**src/rtl/mips_multicycle_ctrl.sv**
```systemverilog
// mips_multicycle_ctrl
//   Main control FSM for the multicycle MIPS datapath. Each instruction is
//   sequenced through fetch, decode, then class-specific execute, memory and
//   writeback states. All datapath selects and enables are decoded from the
//   current state. There are three exceptions: pc_en in BRANCH follows the ALU
//   zero flag combinationally, and the ALU op and ALU A-source in EXEC come
//   from funct.
//
// Ports
//   clk, rst_n     clock, synchronous active-low reset
//   opcode, funct  IR[31:26] / IR[5:0], held from DECODE until the next FETCH
//   zero           ALU zero flag (combinational, used in BRANCH only)
//   pc_en, i_or_d, mem_read, mem_write, ir_write, mem_to_reg, reg_dst,
//   reg_write      datapath enables / 1-bit selects
//   alu_src_a      0 PC, 1 A, 2 B (shift source)
//   alu_src_b      0 B, 1 const 4, 2 sext imm, 3 sext imm << 2
//   alu_control    0 AND, 1 OR, 2 SLL, 4 ADD, 6 SUB, 7 SLT, 12 NOR
//   pc_source      0 ALU result, 1 ALUOut, 2 jump target
//   illegal_op     sticky flag, set on an unsupported opcode/funct
//   state          current state encoding (debug)
module mips_multicycle_ctrl (
  input  logic       clk,
  input  logic       rst_n,
  input  logic [5:0] opcode,
  input  logic [5:0] funct,
  input  logic       zero,
  output logic       pc_en,
  output logic       i_or_d,
  output logic       mem_read,
  output logic       mem_write,
  output logic       ir_write,
  output logic       mem_to_reg,
  output logic       reg_dst,
  output logic       reg_write,
  output logic [1:0] alu_src_a,
  output logic [1:0] alu_src_b,
  output logic [3:0] alu_control,
  output logic [1:0] pc_source,
  output logic       illegal_op,
  output logic [3:0] state
);

  typedef enum logic [3:0] {
    S_FETCH  = 4'd0,
    S_DECODE = 4'd1,
    S_MEMADR = 4'd2,
    S_MEMRD  = 4'd3,
    S_MEMWB  = 4'd4,
    S_MEMWR  = 4'd5,
    S_EXEC   = 4'd6,
    S_ALUWB  = 4'd7,
    S_BRANCH = 4'd8,
    S_ADDIEX = 4'd9,
    S_ADDIWB = 4'd10,
    S_JUMP   = 4'd11
  } state_t;

  localparam logic [5:0] OP_RTYPE = 6'b000000;
  localparam logic [5:0] OP_J     = 6'b000010;
  localparam logic [5:0] OP_BEQ   = 6'b000100;
  localparam logic [5:0] OP_ADDI  = 6'b001000;
  localparam logic [5:0] OP_LW    = 6'b100011;
  localparam logic [5:0] OP_SW    = 6'b101011;

  localparam logic [3:0] ALU_AND = 4'd0;
  localparam logic [3:0] ALU_OR  = 4'd1;
  localparam logic [3:0] ALU_SLL = 4'd2;
  localparam logic [3:0] ALU_ADD = 4'd4;
  localparam logic [3:0] ALU_SUB = 4'd6;
  localparam logic [3:0] ALU_SLT = 4'd7;
  localparam logic [3:0] ALU_NOR = 4'd12;

  state_t state_q, state_d;
  logic   is_lw_q;      // lw vs sw, captured in DECODE for the MEMADR branch
  logic   illegal_q;

  // R-type funct decode: ALU op, A-source, and whether the funct is supported.
  logic       funct_ok;
  logic [3:0] exec_alu;
  logic [1:0] exec_src_a;

  // NOTE: every signal written in an always_comb gets a default at the top,
  // so no path through the case statements can leave it unassigned (latch).
  always_comb begin
    funct_ok   = 1'b1;
    exec_alu   = ALU_AND;
    exec_src_a = 2'd1;
    case (funct)
      6'b100000: exec_alu = ALU_ADD;
      6'b100010: exec_alu = ALU_SUB;
      6'b100100: exec_alu = ALU_AND;
      6'b100101: exec_alu = ALU_OR;
      6'b101010: exec_alu = ALU_SLT;
      6'b100111: exec_alu = ALU_NOR;
      6'b000000: begin
        exec_alu   = ALU_SLL;
        exec_src_a = 2'd2;        // shifts take the shifted operand from B
      end
      default:   funct_ok = 1'b0;
    endcase
  end

  // NOTE: sequential state uses non-blocking assignments so every register
  // samples pre-edge values regardless of statement order.
  always_ff @(posedge clk) begin
    if (!rst_n) begin
      state_q   <= S_FETCH;
      is_lw_q   <= 1'b0;
      illegal_q <= 1'b0;
    end else begin
      state_q <= state_d;
      if (state_q == S_DECODE) begin
        is_lw_q <= (opcode == OP_LW);
        // Sticky: only reset clears it.
        if (state_d == S_FETCH)
          illegal_q <= 1'b1;
      end
    end
  end

  always_comb begin
    state_d     = S_FETCH;
    pc_en       = 1'b0;
    i_or_d      = 1'b0;
    mem_read    = 1'b0;
    mem_write   = 1'b0;
    ir_write    = 1'b0;
    mem_to_reg  = 1'b0;
    reg_dst     = 1'b0;
    reg_write   = 1'b0;
    alu_src_a   = 2'd0;
    alu_src_b   = 2'd0;
    alu_control = ALU_AND;
    pc_source   = 2'd0;

    case (state_q)
      S_FETCH: begin
        mem_read    = 1'b1;
        ir_write    = 1'b1;
        alu_src_b   = 2'd1;
        alu_control = ALU_ADD;
        pc_en       = 1'b1;
        state_d     = S_DECODE;
      end
      S_DECODE: begin
        // Precompute the branch target while the opcode is decoded.
        alu_src_b   = 2'd3;
        alu_control = ALU_ADD;
        case (opcode)
          OP_LW, OP_SW: state_d = S_MEMADR;
          OP_RTYPE:     state_d = funct_ok ? S_EXEC : S_FETCH;
          OP_BEQ:       state_d = S_BRANCH;
          OP_ADDI:      state_d = S_ADDIEX;
          OP_J:         state_d = S_JUMP;
          default:      state_d = S_FETCH;
        endcase
      end
      S_MEMADR: begin
        alu_src_a   = 2'd1;
        alu_src_b   = 2'd2;
        alu_control = ALU_ADD;
        state_d     = is_lw_q ? S_MEMRD : S_MEMWR;
      end
      S_MEMRD: begin
        mem_read = 1'b1;
        i_or_d   = 1'b1;
        state_d  = S_MEMWB;
      end
      S_MEMWB: begin
        reg_write  = 1'b1;
        mem_to_reg = 1'b1;
      end
      S_MEMWR: begin
        mem_write = 1'b1;
        i_or_d    = 1'b1;
      end
      S_EXEC: begin
        alu_src_a   = exec_src_a;
        alu_control = exec_alu;
        state_d     = S_ALUWB;
      end
      S_ALUWB: begin
        reg_write = 1'b1;
        reg_dst   = 1'b1;
      end
      S_BRANCH: begin
        alu_src_a   = 2'd1;
        alu_control = ALU_SUB;
        pc_source   = 2'd1;
        pc_en       = zero;
      end
      S_ADDIEX: begin
        alu_src_a   = 2'd1;
        alu_src_b   = 2'd2;
        alu_control = ALU_ADD;
        state_d     = S_ADDIWB;
      end
      S_ADDIWB: reg_write = 1'b1;
      S_JUMP: begin
        pc_source = 2'd2;
        pc_en     = 1'b1;
      end
      default: ;                  // codes 12-15: all outputs 0, back to FETCH
    endcase
  end

  assign state      = state_q;
  assign illegal_op = illegal_q;

endmodule

```
**config.mk**
```make
export PLATFORM = sky130hd
export DESIGN_NAME = mips_multicycle_ctrl
export DESIGN_NICKNAME = d
export VERILOG_FILES = /design/src/rtl/mips_multicycle_ctrl.sv
export SDC_FILE = /design/constraint.sdc
export NUM_CORES = 1
export LEC_CHECK = 0
export BUFFER_PORTS_ARGS = -buffer_cell sky130_fd_sc_hd__buf_4
export CORE_ASPECT_RATIO = 0.9
export CORE_MARGIN = 1.5
export CORE_UTILIZATION = 25
export DETAILED_ROUTE_END_ITERATION = 6
export GPL_TIMING_DRIVEN = 0
export HOLD_SLACK_MARGIN = 0.02
export SYNTH_ARGS = -nofsm -noshare
export SYNTH_HDL_FRONTEND = slang
export SYNTH_SLANG_ARGS = --single-unit
```
**constraint.sdc**
```tcl
create_clock -name clk -period 3.6 [get_ports clk]
set_clock_uncertainty 0.15 [all_clocks]
set_input_delay 0 -clock clk [delete_from_list [all_inputs] [get_ports clk]]
set_output_delay 0 -clock clk [all_outputs]
set_load 0.05 [all_outputs]
```
Word level (Yosys, flattened, before mapping)
Cells that the tools add are included.
Cells by class
  equal/unequal tests: 22
  muxes and demuxes: 19
  reduce and logical (&&, ||, !) cells: 14
Operators by type and width (count)
  6-bit equality test, second input constant: 8
  4-bit case mux with 6 select lines: 2
  4-bit case mux with 5 select lines: 1
  4-bit by 3-bit equality test with 1-bit output, second input constant: 4
  4-bit equality test, second input constant: 4
  6-bit logical NOT: 2
  4-bit case mux with 3 select lines: 1
  2-bit OR reduction: 5
  4-bit by 2-bit equality test with 1-bit output, second input constant: 2
  4-bit logical NOT: 2
  1-bit 2-to-1 mux: 8
  2-bit case mux with 2 select lines: 2
  7-bit OR reduction: 1
  6-bit by 2-bit equality test with 1-bit output, second input constant: 1
  6-bit by 3-bit equality test with 1-bit output, second input constant: 1
  6-bit by 4-bit equality test with 1-bit output, second input constant: 1
  3-bit 2-to-1 mux: 2
  2-bit case mux with 3 select lines: 1
  3-bit OR reduction: 2
  4-bit by 1-bit equality test with 1-bit output, second input constant: 1
  4-bit OR reduction: 1
  2-bit 2-to-1 mux: 1
  1-bit case mux with 2 select lines: 1
  2-bit AND reduction: 1
Storage, ports and cells
  flip-flop bits (word level): 6
  bits of input ports: 15
  output and inout port bits: 23

Longest topological paths before layout
  depth after elaboration: 8
  depth in mapped cells: 5
  gate-level depth less buffers: 4

Worst setup path after synthesis
Ideal clock, no wire load.
  path type: register to output
  start: reg state_q[1] (netlist: state[1])
  end: out alu_src_a[1]
  arrival: 2.553 ns
  data required time: 3.450 ns
  slack: 0.897 ns
  cell stages (with the launch flop): 4
  path buffers: 1
  cells stage by stage: dfxtp_1 -> buf_2 -> nand2b_1 -> nor4_1
On the way
  word-level cells in the longest chain between the ends: 3
  elaborated cells on any way between the ends: 6
  classes of those cells: 4 x eq/ne; 1 x mux; 1 x reduce/logical
Ends and longest elaborated chain
  start: declaration: RTL line 73  | state_t state_q, state_d;
  start signal: assignment: RTL line 111  | state_q <= state_d;
  4-bit equality test or 4-bit by 2-bit equality test with 1-bit output (tied branches): RTL line 136  | case (state_q)
  3-bit OR reduction (no source line)
  2-bit case mux with 2 select lines *: RTL line 136
  end: declaration: RTL line 35  | output logic [1:0] alu_src_a,
Mark *: on every way between the ends. The rest lies on a longest branch, timed or not.

Worst setup path in the final report
  start: reg state_q[1] (netlist: state[1])
  end: out alu_control[3]
On the way
  word-level cells in the longest chain between the ends: 3
  elaborated cells on any way between the ends: 8
  classes of those cells: 5 x eq/ne; 1 x mux; 2 x reduce/logical
Ends and longest elaborated chain
  4-bit by 1-bit equality test with 1-bit output (tied with other cells): RTL line 136
  4-bit OR reduction (no source line)
  4-bit case mux with 3 select lines *: RTL line 136
  end: declaration: RTL line 37  | output logic [3:0] alu_control,
Marks and branches as above.

==> impl_metrics.yaml <==
sta:
  maxSlewViolCount: 0
  tightest_slew_ns: 0.436
  grt_setup_unrepaired: "false"
  period_minus_slack_ns: 2.03
  setup_ws_ns: 1.57
  max_freq_ghz: 0.494
  hold_slack_ns: 0.0431
  hold_violations: 0
  fin_crit_sh_pct: 56.3
  relSlewSlack_pct: 70.9
  finalSetupViolations: 0
  fin_setup_tns_ns: 0
cells_and_area:
  nFillCells: 271
  fin_util_pct: 42.1
  regArea_um2: 120
  nNetsFinal: 158
  layout_commonest_cell: "buf_4"
  syn2layout_area_growth_pct: 55.1
  final-instance-count-excl-fill: 169
  antennaDiodeCount: 0
  layout-drive-gt1-share_pct: 35.5
  multi_input_area_um2: 520
  final_cell_mix: "buf_4 (37), nor2_1 (14), nor3_1 (8)"
route:
  dr.pass1.iters: 6
  wl_per_cell_um: 12.9
  num_vias: 906
  first_iter_violations: 37
  route.detailed.drc: 0
  viasPerCell: 5.36
  final_antenna_net_count: 0
  drt-total-wl_mm: 2.18
yosys:
  synth_compound_area_share_pct: 32.4
  yosysTopAreaCell: "dfxtp_1"
  yosys_warnings: 0
  synth_xor_area_share_pct: 3.86
  yosys.area_share.simple_pct: 40.3
  synth_cell_types: 43
  synth_nets: 112
  netlist_instances: 97
  synth.area.mux_share_pct: 0
  ys_ff_latch: 6
  synth_area_leaders: "dfxtp_1 (18%), nor2_1 (7.7%), nor3_1 (5.9%), xor2_1 (3.9%), a21oi_1 (3.7%)"
  synth.avg_cell_area_um2: 7.02
  synth_adder_area_share_pct: 0
  yosysSeqAreaShare_pct: 17.6
  synth_top_family_by_area: "simple AND/OR/NAND/NOR gates"
  synth_top_area_share_pct: 17.6
  synthesis.area_um2: 681
worst_hold_path:
  hold_path.class: "in2reg"
  hp-start: "opcode[2]"
  hold_depth: 4
die:
  initial_core_util_pct: 27.1
  io_pins: 38
  die_y_um: 52.5
  core_mm2: 0.00251
  die_x_um: 58
  fp.dieArea_mm2: 0.00305
  num_rows: 17
critical_path:
  worstPathRequired_ns: 3.45
  critPathKind: "reg2out"
  start_kind: "flip-flop"
  end_kind: "output port"
  crit_fanout: 10
  worstRegToRegCells: 6
  cp.arrival_ns: 1.88
  rr_startpoint: "state[1]$_SDFF_PN0_"
  crit_start: "state[1]$_SDFF_PN0_"
flow_run:
  maxCapViolCount: 0
cts:
  cts_tree: "yes"
  clock_path_buffers: 2
  numCtsBuffers: 3
  clock_sinks: 6
  clk_latency_ns: 0.24
  cts_max_level: 1
  path_clk_slew_ns: 0.05
  cts_root_buf: "clkbuf_4"
grt:
  grt_pass1_wl_mm: 3.49
  met3_usage_pct: 1.98
  grt_pass1_vias: 808
  overflow: 0
  globalRouteMet1Util_pct: 18.6
  grt_max_degree: 11
  busiest_layer: "met2"
  grtUsageMet2_pct: 24.6
  antenna_found_initial: 0
  grtUsageTotal_pct: 14.2
placement:
  place_inst: 162
  place_ws_ns: 1.85
  hpwl_mm: 1.64
  io_buffers: 37
  gp_congestion: 0.800
pwr:
  cellPowerDensity_mw_per_mm2: 218
  p_leak_uw: 0.000445
  vdd_drop_max_uv: 163
status:
  outcome: "completed"
-- Yosys cell counts --
master,number
and2_1,1
or4_1,1
nor3b_1,1
inv_2,1
o32ai_1,2
inv_1,4
a21boi_1,1
nor4_1,3
nor3_1,8
nor2_1,14
o41ai_2,1
o22ai_1,1
and3_1,1
nand3b_1,1
a21o_1,1
o2111a_1,1
nand4_1,1
nand2b_1,3
buf_1,1
a41oi_1,1
and4_1,1
a21boi_0,2
o21ai_0,3
a2111oi_2,1
nor3_2,2
a2111oi_0,1
or2_2,1
o211ai_1,1
o32a_1,1
o2111ai_1,2
o21a_1,2
buf_2,2
xor2_1,3
clkbuf_1,2
nand2_2,1
a31oi_1,1
nand3_1,4
nand4b_1,1
nand2_1,5
a41o_1,1
nand2b_4,1
dfxtp_1,6
a21oi_1,5
-- report_power, final --
part / leakage (µW) / internal (µW) / switching [µW]
registers: 0.0000490 / 69.3 / 2.89
clock network: 0.0000138 / 37.7 / 24.0
logic: 0.000382 / 36.3 / 59.6
-- flip-flops by register name, indices dropped and copies added (netlist names) --
register,cells
state,4
illegal_op,1
is_lw_q,1
-- critical path: stages (launching register included) --
cell,delay (ns)
dfxtp_1,0.33
buf_2,0.22
nand2b_1,0.20
or4_1,0.49
nor3_2,0.18
buf_4,0.22
-- timing repair --
item / in CTS / in global routing
setup endpoints to repair: 0 / 0
gates resized for setup: 0 / 0
hold endpoints to repair: 6 / 0
hold buffers: 4 / 0
setup buffers: 0 / 0
-- layer usage --
metal / up-vias / routed length, µm
li1: 457 / -
met1: 421 / 1070
met2: 28 / 998
met3: 0 / 112
met4: 0 / 0
met5: - / 0
-- area by class of cell --
| type | instances | share of cell area [%] |
|---|---|---|
| plain buffers | 5 | 2.01 |
| clock buffers | 3 | 2.13 |
| inverters | 5 | 1.78 |
| multi-input cells | 81 | 49.3 |
| flip-flops and latches | 6 | 11.4 |
| well taps | 28 | 3.32 |
| repair buffers | 41 | 30.1 |
-- through the flow --
step	total power, µW	area [µm²]
global placement	165	993
floorplan	129	681
detailed placement	166	993
CTS	233	1060
finish	230	1060
global route	241	1060
-- logic make-up after synthesis --
family / Yosys count
flops: 6
simple gates: 50
buf+inv: 10
compound gates: 28
xor+xnor: 3
-- path summary, 6_finish.rpt --
check	slack, ns	to
setup / recovery	1.57	alu_control[3]
hold / removal	0.04	state[2]$_SDFF_PN0_
setup reg to reg	1.61	is_lw_q$_SDFFE_PN0P_
hold reg to reg	0.35	is_lw_q$_SDFFE_PN0P_
Power figures use the tool's default switching activity.
